File: src/rtl/draw_pkg.sv
// Shared encodings for the sprite draw engine: command opcodes, FSM states,
// default colours and the man-sprite bitmaps.
package draw_pkg;

  localparam logic [1:0] OP_FLOORS = 2'd0;
  localparam logic [1:0] OP_SPRITE = 2'd1;
  localparam logic [1:0] OP_ERASE  = 2'd2;
  localparam logic [1:0] OP_NOP    = 2'd3;

  typedef enum logic [1:0] {
    ST_IDLE   = 2'd0,
    ST_FLOOR  = 2'd1,
    ST_SPRITE = 2'd2,
    ST_DONE   = 2'd3
  } state_t;

  localparam logic [2:0] FLOOR_COLOR_DEF = 3'b101;
  localparam logic [2:0] MAN_COLOR_DEF   = 3'b111;
  localparam logic [2:0] BG_COLOR_DEF    = 3'b000;

  // One 8-bit row of the 7x7 man (bit n = column n); rows 7+ are empty.
  function automatic logic [7:0] man_row(input logic normal, input int unsigned row);
    logic [7:0] r;
    r = '0;
    if (normal) begin
      case (row)
        0, 1:    r = 8'h1C;
        2:       r = 8'h08;
        3:       r = 8'h7F;
        4:       r = 8'h08;
        5:       r = 8'h14;
        6:       r = 8'h22;
        default: r = '0;
      endcase
    end else begin
      case (row)
        2, 3:    r = 8'h1C;
        4:       r = 8'h7F;
        5:       r = 8'h3E;
        6:       r = 8'h63;
        default: r = '0;
      endcase
    end
    return r;
  endfunction

endpackage

File: src/rtl/sprite_rom.sv
// Combinational sprite bitmap lookup: (style, row) -> one row of pixels.
// Style 0 is the crouched man, any other style the normal man.
module sprite_rom
  import draw_pkg::*;
#(
  parameter int SPRITE_W   = 8,
  parameter int SPRITE_H   = 8,
  parameter int NUM_STYLES = 2
) (
  input  logic [$clog2(NUM_STYLES)-1:0] style_i,
  input  logic [$clog2(SPRITE_H)-1:0]   row_i,
  output logic [SPRITE_W-1:0]           bits_o
);

  logic [7:0] row8;

  // Fetch the fixed 8-wide bitmap row and fit it to the configured width.
  always_comb begin
    row8   = man_row(style_i != '0, 32'(row_i));
    bits_o = SPRITE_W'(row8);
  end

endmodule

File: src/rtl/sprite_draw_engine.sv
// Pixel-plotting engine: streams floor bands, the man sprite, or its erase
// pattern one candidate pixel per clock, with registered plot/x/y/color.
module sprite_draw_engine
  import draw_pkg::*;
#(
  parameter int SCREEN_W    = 160,
  parameter int SCREEN_H    = 120,
  parameter int XW          = 8,
  parameter int YW          = 7,
  parameter int SPRITE_W    = 8,
  parameter int SPRITE_H    = 8,
  parameter int NUM_STYLES  = 2,
  parameter int NUM_FLOORS  = 3,
  parameter int FLOOR_Y0    = 35,
  parameter int FLOOR_PITCH = 40,
  parameter int FLOOR_T     = 5,
  parameter int CW          = 3,
  parameter logic [CW-1:0] FLOOR_COLOR = FLOOR_COLOR_DEF,
  parameter logic [CW-1:0] MAN_COLOR   = MAN_COLOR_DEF,
  parameter logic [CW-1:0] BG_COLOR    = BG_COLOR_DEF,
  parameter int X_INIT      = 30,
  parameter int Y_INIT      = 108
) (
  input  logic                          clk,
  input  logic                          reset,
  input  logic                          cmd_valid,
  output logic                          cmd_ready,
  input  logic [1:0]                    cmd_op,
  input  logic [XW-1:0]                 x_in,
  input  logic [YW-1:0]                 y_in,
  input  logic                          ld_pos,
  input  logic [$clog2(NUM_STYLES)-1:0] style_in,
  input  logic                          ld_style,
  output logic                          plot,
  output logic [XW-1:0]                 x,
  output logic [YW-1:0]                 y,
  output logic [CW-1:0]                 color,
  output logic                          busy,
  output logic                          done
);

  localparam int SW  = $clog2(NUM_STYLES);
  localparam int RW  = $clog2(SPRITE_H);
  localparam int CLW = $clog2(SPRITE_W);
  localparam int BW  = (NUM_FLOORS > 1) ? $clog2(NUM_FLOORS) : 1;

  state_t          state_q, state_d;
  logic [XW-1:0]   ox_q;
  logic [YW-1:0]   oy_q;
  logic [SW-1:0]   style_q;
  logic [XW-1:0]   cox_q, cox_d;
  logic [YW-1:0]   coy_q, coy_d;
  logic [SW-1:0]   cstyle_q, cstyle_d;
  logic            erase_q, erase_d;
  logic [XW-1:0]   col_q, col_d;
  logic [YW-1:0]   row_q, row_d;
  logic [BW-1:0]   band_q, band_d;
  logic            gen_floor, gen_sprite;
  logic            plot_q, plot_d;
  logic [XW-1:0]   x_q, x_d;
  logic [YW-1:0]   y_q, y_d;
  logic [CW-1:0]   color_q, color_d;
  logic            done_q, done_d;
  logic [31:0]     fy;
  logic [XW:0]     sx;
  logic [YW:0]     sy;
  logic [SPRITE_W-1:0] rom_bits;

  sprite_rom #(
    .SPRITE_W  (SPRITE_W),
    .SPRITE_H  (SPRITE_H),
    .NUM_STYLES(NUM_STYLES)
  ) u_rom (
    .style_i(cstyle_d),
    .row_i  (row_d[RW-1:0]),
    .bits_o (rom_bits)
  );

  // Origin and style registers, loadable at any time.
  always_ff @(posedge clk or posedge reset) begin
    if (reset) begin
      ox_q    <= XW'(X_INIT);
      oy_q    <= YW'(Y_INIT);
      style_q <= SW'(1);
    end else begin
      if (ld_pos) begin
        ox_q <= x_in;
        oy_q <= y_in;
      end
      if (ld_style) style_q <= style_in;
    end
  end

  // Command sequencing. Counters hold the index of the pixel currently on the
  // outputs; the *_d values select the pixel registered at the next edge, so
  // the first pixel is emitted straight from the accept edge.
  always_comb begin
    state_d    = state_q;
    cox_d      = cox_q;
    coy_d      = coy_q;
    cstyle_d   = cstyle_q;
    erase_d    = erase_q;
    col_d      = col_q;
    row_d      = row_q;
    band_d     = band_q;
    gen_floor  = 1'b0;
    gen_sprite = 1'b0;
    done_d     = 1'b0;
    case (state_q)
      ST_IDLE: begin
        if (cmd_valid) begin
          cox_d    = ox_q;
          coy_d    = oy_q;
          cstyle_d = style_q;
          erase_d  = (cmd_op == OP_ERASE);
          col_d    = '0;
          row_d    = '0;
          band_d   = '0;
          case (cmd_op)
            OP_FLOORS: begin
              state_d   = ST_FLOOR;
              gen_floor = 1'b1;
            end
            OP_SPRITE, OP_ERASE: begin
              state_d    = ST_SPRITE;
              gen_sprite = 1'b1;
            end
            default: begin
              state_d = ST_DONE;
              done_d  = 1'b1;
            end
          endcase
        end
      end
      ST_FLOOR: begin
        if (col_q == XW'(SCREEN_W - 1) && row_q == YW'(FLOOR_T - 1) &&
            band_q == BW'(NUM_FLOORS - 1)) begin
          state_d = ST_DONE;
          done_d  = 1'b1;
        end else begin
          gen_floor = 1'b1;
          if (col_q == XW'(SCREEN_W - 1)) begin
            col_d = '0;
            if (row_q == YW'(FLOOR_T - 1)) begin
              row_d  = '0;
              band_d = band_q + BW'(1);
            end else begin
              row_d = row_q + YW'(1);
            end
          end else begin
            col_d = col_q + XW'(1);
          end
        end
      end
      ST_SPRITE: begin
        if (col_q == XW'(SPRITE_W - 1) && row_q == YW'(SPRITE_H - 1)) begin
          state_d = ST_DONE;
          done_d  = 1'b1;
        end else begin
          gen_sprite = 1'b1;
          if (col_q == XW'(SPRITE_W - 1)) begin
            col_d = '0;
            row_d = row_q + YW'(1);
          end else begin
            col_d = col_q + XW'(1);
          end
        end
      end
      default: state_d = ST_IDLE;
    endcase
  end

  // Pixel generation for the selected next position, with clipping.
  always_comb begin
    plot_d  = 1'b0;
    x_d     = x_q;
    y_d     = y_q;
    color_d = color_q;
    fy = 32'(FLOOR_Y0) + 32'(band_d) * 32'(FLOOR_PITCH) + 32'(row_d);
    sx = {1'b0, cox_d} + {1'b0, col_d};
    sy = {1'b0, coy_d} + {1'b0, row_d};
    if (gen_floor) begin
      x_d     = col_d;
      y_d     = fy[YW-1:0];
      color_d = FLOOR_COLOR;
      plot_d  = (fy < 32'(SCREEN_H));
    end else if (gen_sprite) begin
      x_d     = sx[XW-1:0];
      y_d     = sy[YW-1:0];
      color_d = erase_q ? BG_COLOR : MAN_COLOR;
      if (state_q == ST_IDLE) color_d = erase_d ? BG_COLOR : MAN_COLOR;
      plot_d  = rom_bits[col_d[CLW-1:0]] && (sx < (XW+1)'(SCREEN_W)) &&
                (sy < (YW+1)'(SCREEN_H));
    end
  end

  // State, snapshot, counter and output registers.
  always_ff @(posedge clk or posedge reset) begin
    if (reset) begin
      state_q  <= ST_IDLE;
      cox_q    <= '0;
      coy_q    <= '0;
      cstyle_q <= '0;
      erase_q  <= 1'b0;
      col_q    <= '0;
      row_q    <= '0;
      band_q   <= '0;
      plot_q   <= 1'b0;
      x_q      <= '0;
      y_q      <= '0;
      color_q  <= '0;
      done_q   <= 1'b0;
    end else begin
      state_q  <= state_d;
      cox_q    <= cox_d;
      coy_q    <= coy_d;
      cstyle_q <= cstyle_d;
      erase_q  <= erase_d;
      col_q    <= col_d;
      row_q    <= row_d;
      band_q   <= band_d;
      plot_q   <= plot_d;
      x_q      <= x_d;
      y_q      <= y_d;
      color_q  <= color_d;
      done_q   <= done_d;
    end
  end

  assign cmd_ready = (state_q == ST_IDLE);
  assign busy      = (state_q == ST_FLOOR) || (state_q == ST_SPRITE);
  assign plot      = plot_q;
  assign x         = x_q;
  assign y         = y_q;
  assign color     = color_q;
  assign done      = done_q;

endmodule

File: config.mk
export PLATFORM = sky130hd
export DESIGN_NAME = sprite_draw_engine
export DESIGN_NICKNAME = d
export VERILOG_FILES = /design/src/rtl/draw_pkg.sv /design/src/rtl/sprite_rom.sv /design/src/rtl/sprite_draw_engine.sv
export SDC_FILE = /design/constraint.sdc
export NUM_CORES = 1
export LEC_CHECK = 0
export ABC_AREA = 1
export CAP_MARGIN = 20
export CORE_UTILIZATION = 52
export DETAILED_ROUTE_END_ITERATION = 6
export PLACE_DENSITY = 0.77
export SYNTH_ARGS = -nofsm -noshare
export SYNTH_HDL_FRONTEND = slang
export SYNTH_SLANG_ARGS = --single-unit
File: constraint.sdc
create_clock -name clk -period 3.6 [get_ports clk]
set_input_delay 0.72 -clock clk [delete_from_list [all_inputs] [get_ports clk]]
set_output_delay 0.72 -clock clk [all_outputs]
set_load 0.05 [all_outputs]
Word level (Yosys, flattened, before mapping)
Index checks and enable logic that the tools add are counted.

Latch bits: 0. Logic and storage cells: 122. Memories: 0. Flip-flop bits (word level): 72. ROM bits: 0. Output and inout port bits: 22. Memory bits (writable): 0. Input port bits: 23.

Multiplexer cells: 60. $mul: 1. Bitwise gates (word level): 0. Div/mod/pow operators: 0. Shift-type cells: 0. Equality and inequality tests: 18. $lt $le $gt $ge: 4. Reduce and logical (&&, ||, !) cells: 16. $add $sub $neg: 7.

Operators with widths (count): two-way mux 8 bit (10); two-way mux 7 bit (10); one-hot mux 7 bit (5 select lines) (1); one-hot mux 7 bit (4 select lines) (1); one-hot mux 8 bit (3 select lines) (1); one-hot mux 7 bit (3 select lines) (1); two-way mux 1 bit (17); two-way mux 3 bit (5); == test 7 x 3 -> 1 bit (second input constant) (2); two-way mux 2 bit (7); adder 9 x 7 -> 10 bit (1); less-than comparator 10 x 7 -> 1 bit (second input constant) (1); adder 6 x 8 -> 9 bit (first input constant) (1); adder 8 x 8 -> 9 bit (1); == test 3 bit (second input constant) (3); less-than comparator 9 x 8 -> 1 bit (second input constant) (1); adder 7 x 7 -> 8 bit (1); adder 8 x 1 -> 8 bit (second input constant) (1); == test 8 x 3 -> 1 bit (second input constant) (1); == test 8 bit (second input constant) (1); less-than comparator 8 x 7 -> 1 bit (second input constant) (1); one-hot mux 2 bit (2 select lines) (2); OR reduction 2 bit (4); adder 7 x 1 -> 7 bit (second input constant) (1); other kinds (19) (31).

Logic depth before layout (Yosys ltp)
Gate-level depths: netlist of run 1.

Word-level depth: 15. Mapped depth: 27. Gate-level depth less buffers: 27.

Hierarchy
A second synthesis of run 1 with hierarchy kept.

Cell total of the unflattened synthesis: 633. Area total of the unflattened synthesis: 4822.1 sq um.

By module, submodules not included: sprite_draw_engine (times used 1, area each 4695.8 sq um, sequential area each 1788.0 sq um, cells an instance 606); sprite_rom (times used 1, area each 126.4 sq um, sequential area each 0.0 sq um, cells an instance 27).

Worst setup path after synthesis of run 1
OpenSTA, ideal clock, no wires.

Path kind: register -> register. Start: register state_q[0]. End: register plot_q, in the netlist plot. Data required time: 3478 ps. Stages on the path, launching flop included: 20. Buffers on the path: 1. Arrival: 3637 ps. Setup time: 122 ps. Period minus slack after synthesis: 3759 ps. Slack: -159 ps. Cells stage by stage: dfrtp_1 inv_1 ha_1 inv_1 nor2_1 nor2_1 clkbuf_1 o21ai_0 ha_1 inv_1 fa_1 o21ai_0 nand2_1 nand2_1 a21oi_1 xor2_1 nor4_1 nor3_1 nand3_1 nand2_1.

Longest elaborated chain between the ends: 12. Elaborated cells between the ends (all ways): 38. Classes of those cells: add/sub (4); mul (1); order compare (3); eq/ne (8); mux (15); reduce/logical (7).

Ends and longest elaborated chain: start, declared (RTL line sprite_draw_engine.sv:47) `state_t state_q, state_d;`; start signal, assigned (RTL line sprite_draw_engine.sv:214) `state_q <= state_d;`; logical NOT 2 bit *; net cmd_ready (RTL line sprite_draw_engine.sv:27) `output logic cmd_ready,`; one-hot mux 7 bit (3 select lines) * (RTL line sprite_draw_engine.sv:109) `case (state_q)`; net row_d[0] (RTL line sprite_draw_engine.sv:56) `logic [YW-1:0] row_q, row_d;`; parallel branches: the longest is 9 deep, another holds adder 7 x 7 -> 8 bit; two-way mux 1 bit * (RTL line sprite_draw_engine.sv:182) `if (gen_floor) begin`; net plot_d (RTL line sprite_draw_engine.sv:59) `logic plot_q, plot_d;`; end signal, assigned (RTL line sprite_draw_engine.sv:222) `plot_q <= plot_d;`; end, declared (RTL line sprite_draw_engine.sv:59).

Mark *: on every way through the listed nets, which the timed path passes. The select of a mux whose other input is x is not followed. A chain may end at the register's enable or synchronous reset.

Worst setup path in the final report of run 1
Start: register row_q[0]. End: register plot_q, in the netlist plot.

Elaborated cells between the ends (all ways): 51. Classes of those cells: add/sub (5); mul (1); order compare (3); eq/ne (8); mux (25); reduce/logical (9).

RTL lines: start, declared (RTL line sprite_draw_engine.sv:56); start signal, assigned (RTL line sprite_draw_engine.sv:220) `row_q <= row_d;`; adder 7 x 1 -> 7 bit or == test 7 x 3 -> 1 bit (tied branches); two-way mux 7 bit or logical AND 1 bit (tied branches) (RTL line sprite_draw_engine.sv:144, sprite_draw_engine.sv:136); two-way mux 7 bit or logical AND 1 bit (tied branches) (RTL line sprite_draw_engine.sv:142, sprite_draw_engine.sv:136); two-way mux 7 bit (RTL line sprite_draw_engine.sv:136) `if (col_q == XW'(SCREEN_W - 1) && row_q == YW'(FLOOR_T - 1) &&`; one-hot mux 7 bit (3 select lines) * (RTL line sprite_draw_engine.sv:109); net row_d[3] (RTL line sprite_draw_engine.sv:56); adder 7 x 7 -> 8 bit (RTL line sprite_draw_engine.sv:181) `sy = {1'b0, coy_d} + {1'b0, row_d};`; less-than comparator 8 x 7 -> 1 bit (RTL line sprite_draw_engine.sv:193) `(sy < (YW+1)'(SCREEN_H));`; logical AND 1 bit (RTL line sprite_draw_engine.sv:192) `plot_d = rom_bits[col_d[CLW-1:0]] && (sx < (XW+1)'(SCREEN_W)) &&`; two-way mux 1 bit (RTL line sprite_draw_engine.sv:187) `end else if (gen_sprite) begin`; two-way mux 1 bit * (RTL line sprite_draw_engine.sv:182); net plot_d (RTL line sprite_draw_engine.sv:59).

Mark *: on every way through the listed nets, which the timed path passes. The rest lies on a longest branch. The select of a mux whose other input is x is not followed.

==> results of run 1 <==
-- per-layer routing --
| layer | GRT usage [%] | wire length [µm] |
|---|---|---|
| met3 | 4.705 | 752 |
| met2 | 45.65 | 6206 |
| met5 | 0 | 0 |
| met4 | 12.31 | 441 |
| met1 | 35.30 | 5313 |
-- what timing repair did --
action                                  4_1_cts  5_1_grt
endpoints found under the setup margin        1        7
buffers inserted                              5       17
gates resized for setup                       4       67
pin swaps                                     2       29
-- layout by cell type, fill, tap and decap left out, types with 3 or more instances in the layout --
| master | n |
|---|---|
| o21ai_1 | 3 |
| nor2_2 | 4 |
| buf_4 | 84 |
| nor2_1 | 24 |
| clkdlybuf4s50_1 | 44 |
| dfrtp_1 | 62 |
| xor2_1 | 14 |
| o211ai_1 | 5 |
| o221ai_1 | 8 |
| o22ai_1 | 8 |
| xnor2_1 | 5 |
| nand2_2 | 8 |
| nand4_1 | 4 |
| nand3_2 | 4 |
| inv_2 | 20 |
| a21oi_2 | 6 |
| or2_2 | 6 |
| o21ai_0 | 46 |
| nor2_4 | 3 |
| o21ai_2 | 8 |
| ha_4 | 5 |
| a21oi_1 | 12 |
| ha_1 | 33 |
| nand3_1 | 36 |
| nor3_1 | 7 |
| inv_1 | 71 |
| nand2_1 | 112 |
| clkbuf_8 | 10 |
| dfstp_2 | 9 |
| mux2_2 | 3 |
-- cell type report --
class                      count  area, µm²  area share (%)
timing repair buffer         129       1082           17.51
multi-input combinational    395       2615           42.31
sequential                    71       1788           28.93
inverter                      91      341.6           5.526
clock inverter                 5      81.33           1.316
clock buffer                  11      141.4           2.287
tap                          105      131.4           2.126
-- power breakdown --
part	switching [mW]	total [mW]	leakage (nW)	internal, mW
sequential	0.131	1.18	0.883	1.05
combinational	1.84	3.07	2.02	1.23
clock	0.319	0.729	0.110	0.410
-- worst paths after layout --
kind / to / slack (ps) / depth (start not counted)
worst max-delay path: plot$_DFF_PP0_ / 80 / 21
worst min-delay path: oy_q[5]$_DFFE_PP1P_ / 480 / 2
worst max register to register: plot$_DFF_PP0_ / 80 / 21
worst min register to register: oy_q[5]$_DFFE_PP1P_ / 480 / 2
max in group asynchronous: erase_q$_DFF_PP0_ / 2010 / 3
min in group asynchronous: col_q[7]$_DFF_PP0_ / 950 / 3
-- stage by stage --
step	setup WS (ps)	power, mW	instances	util, %
2_1_floorplan	14.37	2.883	569	-
3_3_place_gp	-130.2	3.836	769	66.50
3_5_place_dp	-207.1	3.897	769	66.50
4_1_cts	7.781	4.688	790	69.82
5_1_grt	-128.4	5.285	807	74.11
6_report	77.90	4.976	807	74.11
-- worst register-to-register path, cell delays in order, from the launching register on --
cell	delay (ps)
dfrtp_1	390
ha_2	220
nand3_1	90
or2_4	270
nand2_1	110
nor2_2	50
inv_1	60
nand2_2	50
inv_2	80
o22ai_1	60
o21ai_0	100
o21ai_0	140
nand2_1	80
o21ai_0	100
buf_4	170
ha_1	230
ha_4	280
inv_2	50
xor2_1	170
or3_1	380
o2111ai_2	250
nand2_1	80
-- flip-flops by register name (all words and copies together) (netlist names), 2 cells and up --
name	count
cox_q	8
band_q	2
state_q	2
x	8
row_q	7
col_q	8
ox_q	8
coy_q	7
oy_q	7
color	2
y	7
-- cells by family after synthesis --
group | synth area share, %
compound gates | 14.91
xor+xnor | 3.845
fa+ha+maj | 11.86
buf+inv | 8.679
simple gates | 20.71
mux | 0.7415
flops | 39.25
==> results.sh, run 1 <==
export IMPL_status="completed"
export IMPL_worstSetupEndpointType="flip-flop"
export IMPL_grt_antenna_before_repair=0
export IMPL_h_tree_depth=3
export IMPL_avgSynthCellArea_um2=8.006
export IMPL_port_buffers=44
export IMPL_grt_setup_unrepaired="yes"
export IMPL_fillCellCount=630
export IMPL_hold_slack_ps=479.7
export IMPL_netlist_area_mm2=0.004556
export IMPL_period_share_pct=97.84
export IMPL_yosysMostFrequentCell="nand2_1"
export IMPL_synth_seq_cells=71
export IMPL_area_delta_synth_final_pct=35.68
export IMPL_worst_pin_slew_ps=918.8
export IMPL_slew_headroom_pct=38.75
export IMPL_fin_nets=762
export IMPL_critPathLaunch="row_q[0]$_DFF_PP0_"
export IMPL_synthFlopType="dfrtp_1"
export IMPL_critPathMaxStageDelay_ps=390
export IMPL_vias=4402
export IMPL_postPlaceCellArea_mm2=0.005547
export IMPL_maxCapViolations=0
export IMPL_place_gp_congestion=0.8744
export IMPL_clkTransAtPathRegs_ps=80
export IMPL_place_hpwl_um=9010
export IMPL_crit_required_ps=3830
export IMPL_hold_buffers=0
export IMPL_grt_max_degree=72
export IMPL_crit_chain="ha_2 -> nand3_1 -> or2_4 -> nand2_1 -> nor2_2 -> inv_1 -> nand2_2 -> inv_2 -> o22ai_1 -> o21ai_0 -> o21ai_0 -> nand2_1 -> o21ai_0 -> buf_4 -> ha_1 -> ha_4 -> inv_2 -> xor2_1 -> or3_1 -> o2111ai_2 -> nand2_1"
export IMPL_timing_final_hold_violations=0
export IMPL_critPathKind="reg2reg"
export IMPL_hold_path_class="reg2reg"
export IMPL_synth_top_area_share_pct=34.06
export IMPL_yosysWarningCount=0
export IMPL_die_area_mm2=0.009139
export IMPL_yosysTopAreaCell="dfrtp_1"
export IMPL_fin_crit_ps=3522
export IMPL_synthArstFlopShare_pct=100.0
export IMPL_finalClockSkew_ps=11.97
export IMPL_start_util_pct=54.62
export IMPL_postLayoutCellArea_mm2=0.006181
export IMPL_synthCells=569
export IMPL_layout_drive_gt1_share_pct=27.35
export IMPL_setup_viol_count_final=0
export IMPL_num_rows=33
export IMPL_cp_arrival_ps=3750
export IMPL_fin_tns_setup_ps=0
export IMPL_cts_buffers=9
export IMPL_power_density_mw_per_mm2=805.0
export IMPL_antenna_cells=0
export IMPL_synth_seq_area_share_pct=39.25
export IMPL_drt_iter0_drc=371
export IMPL_grt_pass1_wl_um=19040
export IMPL_yosys_top_cells_count="nand2_1 (117), inv_1 (83), dfrtp_1 (62)"
export IMPL_drt_total_wl_um=12710
export IMPL_grt_overflow=0
export IMPL_die_height_um=95.60
export IMPL_clockBufferDepth=2
export IMPL_cts_sinks=71
export IMPL_synth_nets=634
export IMPL_drtPass1Iterations=7
export IMPL_wl_per_cell_um=15.75
export IMPL_crit_slowest_cell="dfrtp_1"
export IMPL_drv_slew=0
export IMPL_ys_top_cells_by_area="dfrtp_1 (34%), ha_1 (11%), nand2_1 (9.6%)"
export IMPL_synth_edff_count=0
export IMPL_root_buffer="clkbuf_8"
export IMPL_drc=0
export IMPL_clk_latency_ps=340
export IMPL_viasPerCell=5.455
export IMPL_track_usage_pct=27.57
export IMPL_die_w_um=95.60
export IMPL_critical_path_top_delay_family="simple AND/OR/NAND/NOR gates"
export IMPL_crit_path_max_fanout=4
export IMPL_core_area_mm2=0.008341
export IMPL_cts_tree="yes"
export IMPL_p_leak_nw=3.015
export IMPL_cp_num_buf_inv=4
export IMPL_first_global_vias=4151
export IMPL_vdd_drop_max_mv=0.5722
export IMPL_synth_cell_type_count=46
export IMPL_fmax_mhz=283.9
export IMPL_start_kind="flip-flop"
export IMPL_hold_start="oy_q[5]$_DFFE_PP1P_"
export IMPL_r2r_start="row_q[0]$_DFF_PP0_"
export IMPL_ant_nets=0
export IMPL_ios=45
Power figures use the tool's default switching activity.
==> run 2: changes to the inputs <==
CORE_UTILIZATION = 57   (was 52)
PLACE_DENSITY = 0.8   (was 0.77)
clock period = 4.35 ns   (was 3.6 ns; I/O delays follow)
==> run 2 against run 1 <==
Via count is 9.5% lower. Setup slack better by 280 ps. Clock-buffer cell count is 1 lower. Maximum frequency is 12% lower. Die area is 8.6% lower. Sequential power is 18% lower. Design area is 13% lower. Core utilization is 4.7 points lower. Global-route usage is 1.3 points higher. Sequential share of layout area is 4.4 points higher. Critical path type unchanged. Largest cell class unchanged. Largest power group unchanged.
==> results.sh, run 2 (synthesized netlist as in run 1, its figures left out) <==
export IMPL_status="completed"
export IMPL_drtPass1Iterations=4
export IMPL_grt_pass1_wl_um=18590
export IMPL_cts_sinks=71
export IMPL_p_leak_nw=2.606
export IMPL_cp_num_buf_inv=3
export IMPL_worstSetupEndpointType="flip-flop"
export IMPL_ant_nets=0
export IMPL_crit_chain="inv_1 -> ha_1 -> nand3_1 -> inv_1 -> nand2_1 -> o21ai_0 -> nor2_1 -> o221ai_1 -> nand2_1 -> o21ai_0 -> ha_1 -> inv_1 -> fa_1 -> o21ai_0 -> nand2_1 -> nand2_1 -> a21oi_1 -> xor2_1 -> nor4_1 -> nor3_1 -> nand3_1 -> nand2_1"
export IMPL_worst_path_most_repeated_cell="nand2_1"
export IMPL_crit_slowest_cell="dfrtp_1"
export IMPL_dr_wl_met2_um=5548
export IMPL_crit_path_max_fanout=6
export IMPL_area_delta_synth_final_pct=17.77
export IMPL_wl_per_cell_um=15.44
export IMPL_critPathKind="reg2reg"
export IMPL_grt_max_degree=31
export IMPL_finalClockSkew_ps=8.202
export IMPL_die_w_um=91.40
export IMPL_r2r_end="plot$_DFF_PP0_"
export IMPL_track_usage_pct=28.85
export IMPL_drc=0
export IMPL_place_hpwl_um=8647
export IMPL_antenna_cells=0
export IMPL_ios=45
export IMPL_critical_path_top_delay_family="compound AO/OA/AOI/OAI gates"
export IMPL_fin_nets=685
export IMPL_fin_tns_setup_ps=0
export IMPL_combPwrFrac_pct=56.0
export IMPL_fin_cells=727
export IMPL_drt_iter0_drc=266
export IMPL_fin_crit_ps=3988
export IMPL_cts_tree="yes"
export IMPL_setup_viol_count_final=0
export IMPL_layout_drive_gt1_share_pct=10.24
export IMPL_timing_final_hold_violations=0
export IMPL_rr_worst_depth=22
export IMPL_clkPwrFrac_pct=16.8
export IMPL_power_density_mw_per_mm2=662.7
export IMPL_vdd_drop_max_mv=0.4695
export IMPL_final_common_cell="nand2_1"
export IMPL_first_global_vias=3803
export IMPL_clockBufferDepth=2
export IMPL_crit_end="plot$_DFF_PP0_"
export IMPL_dp_cells=711
export IMPL_rrSetupSlack_ps=360
export IMPL_met3_length_um=444
export IMPL_grt_antenna_before_repair=0
export IMPL_cp_depth=22
export IMPL_grt_overflow=0
export IMPL_start_kind="flip-flop"
export IMPL_crit_required_ps=4580
export IMPL_internal_power_mw=1.848
export IMPL_fmax_mhz=250.7
export IMPL_critPathMaxStageDelay_ps=410
export IMPL_slew_headroom_pct=48.48
export IMPL_root_buffer="clkbuf_8"
export IMPL_swShare_pct=48.01
export IMPL_place_gp_congestion=0.9395
export IMPL_start_util_pct=58.95
export IMPL_critPathLaunch="row_q[0]$_DFF_PP0_"
export IMPL_p_seq_share_pct=27.2
export IMPL_hold_slack_ps=483.0
export IMPL_highest_layer="met4"
export IMPL_maxCapViolations=0
export IMPL_period_share_pct=91.68
export IMPL_drv_slew=0
export IMPL_viasPerCell=5.480
export IMPL_die_area_mm2=0.008354
export IMPL_mostFrequentLayoutCells="nand2_1 (117), inv_1 (82), dfrtp_1 (62), o21ai_0 (55), clkdlybuf4s50_1 (44)"
export IMPL_num_rows=32
export IMPL_post_cts_buffers=0
export IMPL_cts_buffers=9
export IMPL_h_tree_depth=3
export IMPL_clk_latency_ps=350
export IMPL_vias=3984
export IMPL_port_buffers=44
export IMPL_switchingPower_mw=1.707
export IMPL_wl_met1_um=5041
export IMPL_r2r_start="row_q[0]$_DFF_PP0_"
export IMPL_drt_total_wl_um=11230
export IMPL_grt_setup_unrepaired="no"
export IMPL_cp_arrival_ps=4210
export IMPL_hold_path_class="reg2reg"
export IMPL_worst_pin_slew_ps=770.3
export IMPL_core_area_mm2=0.007727
export IMPL_die_height_um=91.40
export IMPL_clkTransAtPathRegs_ps=80
## run 2: changes by cell type in the layout (fill, tap and decap cells not counted), moves of 5 or more
cell	before	now
inv_1	71	82
o21ai_2	8	2
nand2_1	112	117
buf_4	84	8
ha_1	33	40
inv_2	20	9
o21ai_0	46	55
nor2_1	24	30
ha_4	5	0
## run 2: routing by layer
layer	vias up	global-route usage [%]
met1	1904	37.96
met2	87	48.18
met4	0	11.64
met5	-	0
met3	17	3.685
li1	1976	-
## run 2: worst min-delay path by stage
stage                   startpoint                  end  slack, ps  depth (start not counted)
2_1_floorplan  ox_q[2]$_DFFE_PP1P_  ox_q[2]$_DFFE_PP1P_        450                          2
3_3_place_gp      y[6]$_DFFE_PP0P_     y[6]$_DFFE_PP0P_        470                          2
3_5_place_dp   oy_q[5]$_DFFE_PP1P_  oy_q[5]$_DFFE_PP1P_        470                          2
4_1_cts        oy_q[6]$_DFFE_PP1P_  oy_q[6]$_DFFE_PP1P_        490                          2
5_1_grt        ox_q[2]$_DFFE_PP1P_  ox_q[2]$_DFFE_PP1P_        510                          2
6_report       oy_q[5]$_DFFE_PP1P_  oy_q[5]$_DFFE_PP1P_        480                          2
## run 2: power by group through the flow
stage / registers (mW) / logic, mW / clock network (mW)
2_1_floorplan: 1.21 / 1.17 / 0
3_3_place_gp: 0.972 / 1.93 / 0
3_5_place_dp: 0.977 / 1.96 / 0
4_1_cts: 0.964 / 1.97 / 0.607
5_1_grt: 0.984 / 2.19 / 0.636
6_report: 0.966 / 1.99 / 0.597
## run 2: worst min-delay path, stage by stage (launching register included)
cell and delay [ps]:
dfstp_2 370, inv_1 50, o21ai_0 70
## run 2: metrics by stage
step | power (mW) | setup slack [ps] | util, % | area, µm²
floorplan | 2.386 | 590.8 | - | 4556
global placement | 2.901 | 126.2 | 66.39 | 5130
detailed placement | 2.935 | 50.11 | 66.39 | 5130
CTS | 3.545 | 272.3 | 69.24 | 5350
global route | 3.813 | 11.30 | 69.43 | 5365
finish | 3.556 | 361.9 | 69.43 | 5365
## run 2: area by class of cell
| class | instances | area [µm²] |
|---|---|---|
| Timing Repair Buffer | 52 | 500.5 |
| Multi-Input combinational cell | 395 | 2387 |
| Clock inverter | 6 | 92.59 |
| Clock buffer | 10 | 127.6 |
| Fill cell | 601 | 2362 |
| Inverter | 91 | 341.6 |
| Tap cell | 102 | 127.6 |
| Sequential cell | 71 | 1788 |
## run 2: timing repair
action                     4_1_cts  5_1_grt
setup endpoints to repair        0        1
resized for setup                0        3
hold buffers                     0        0
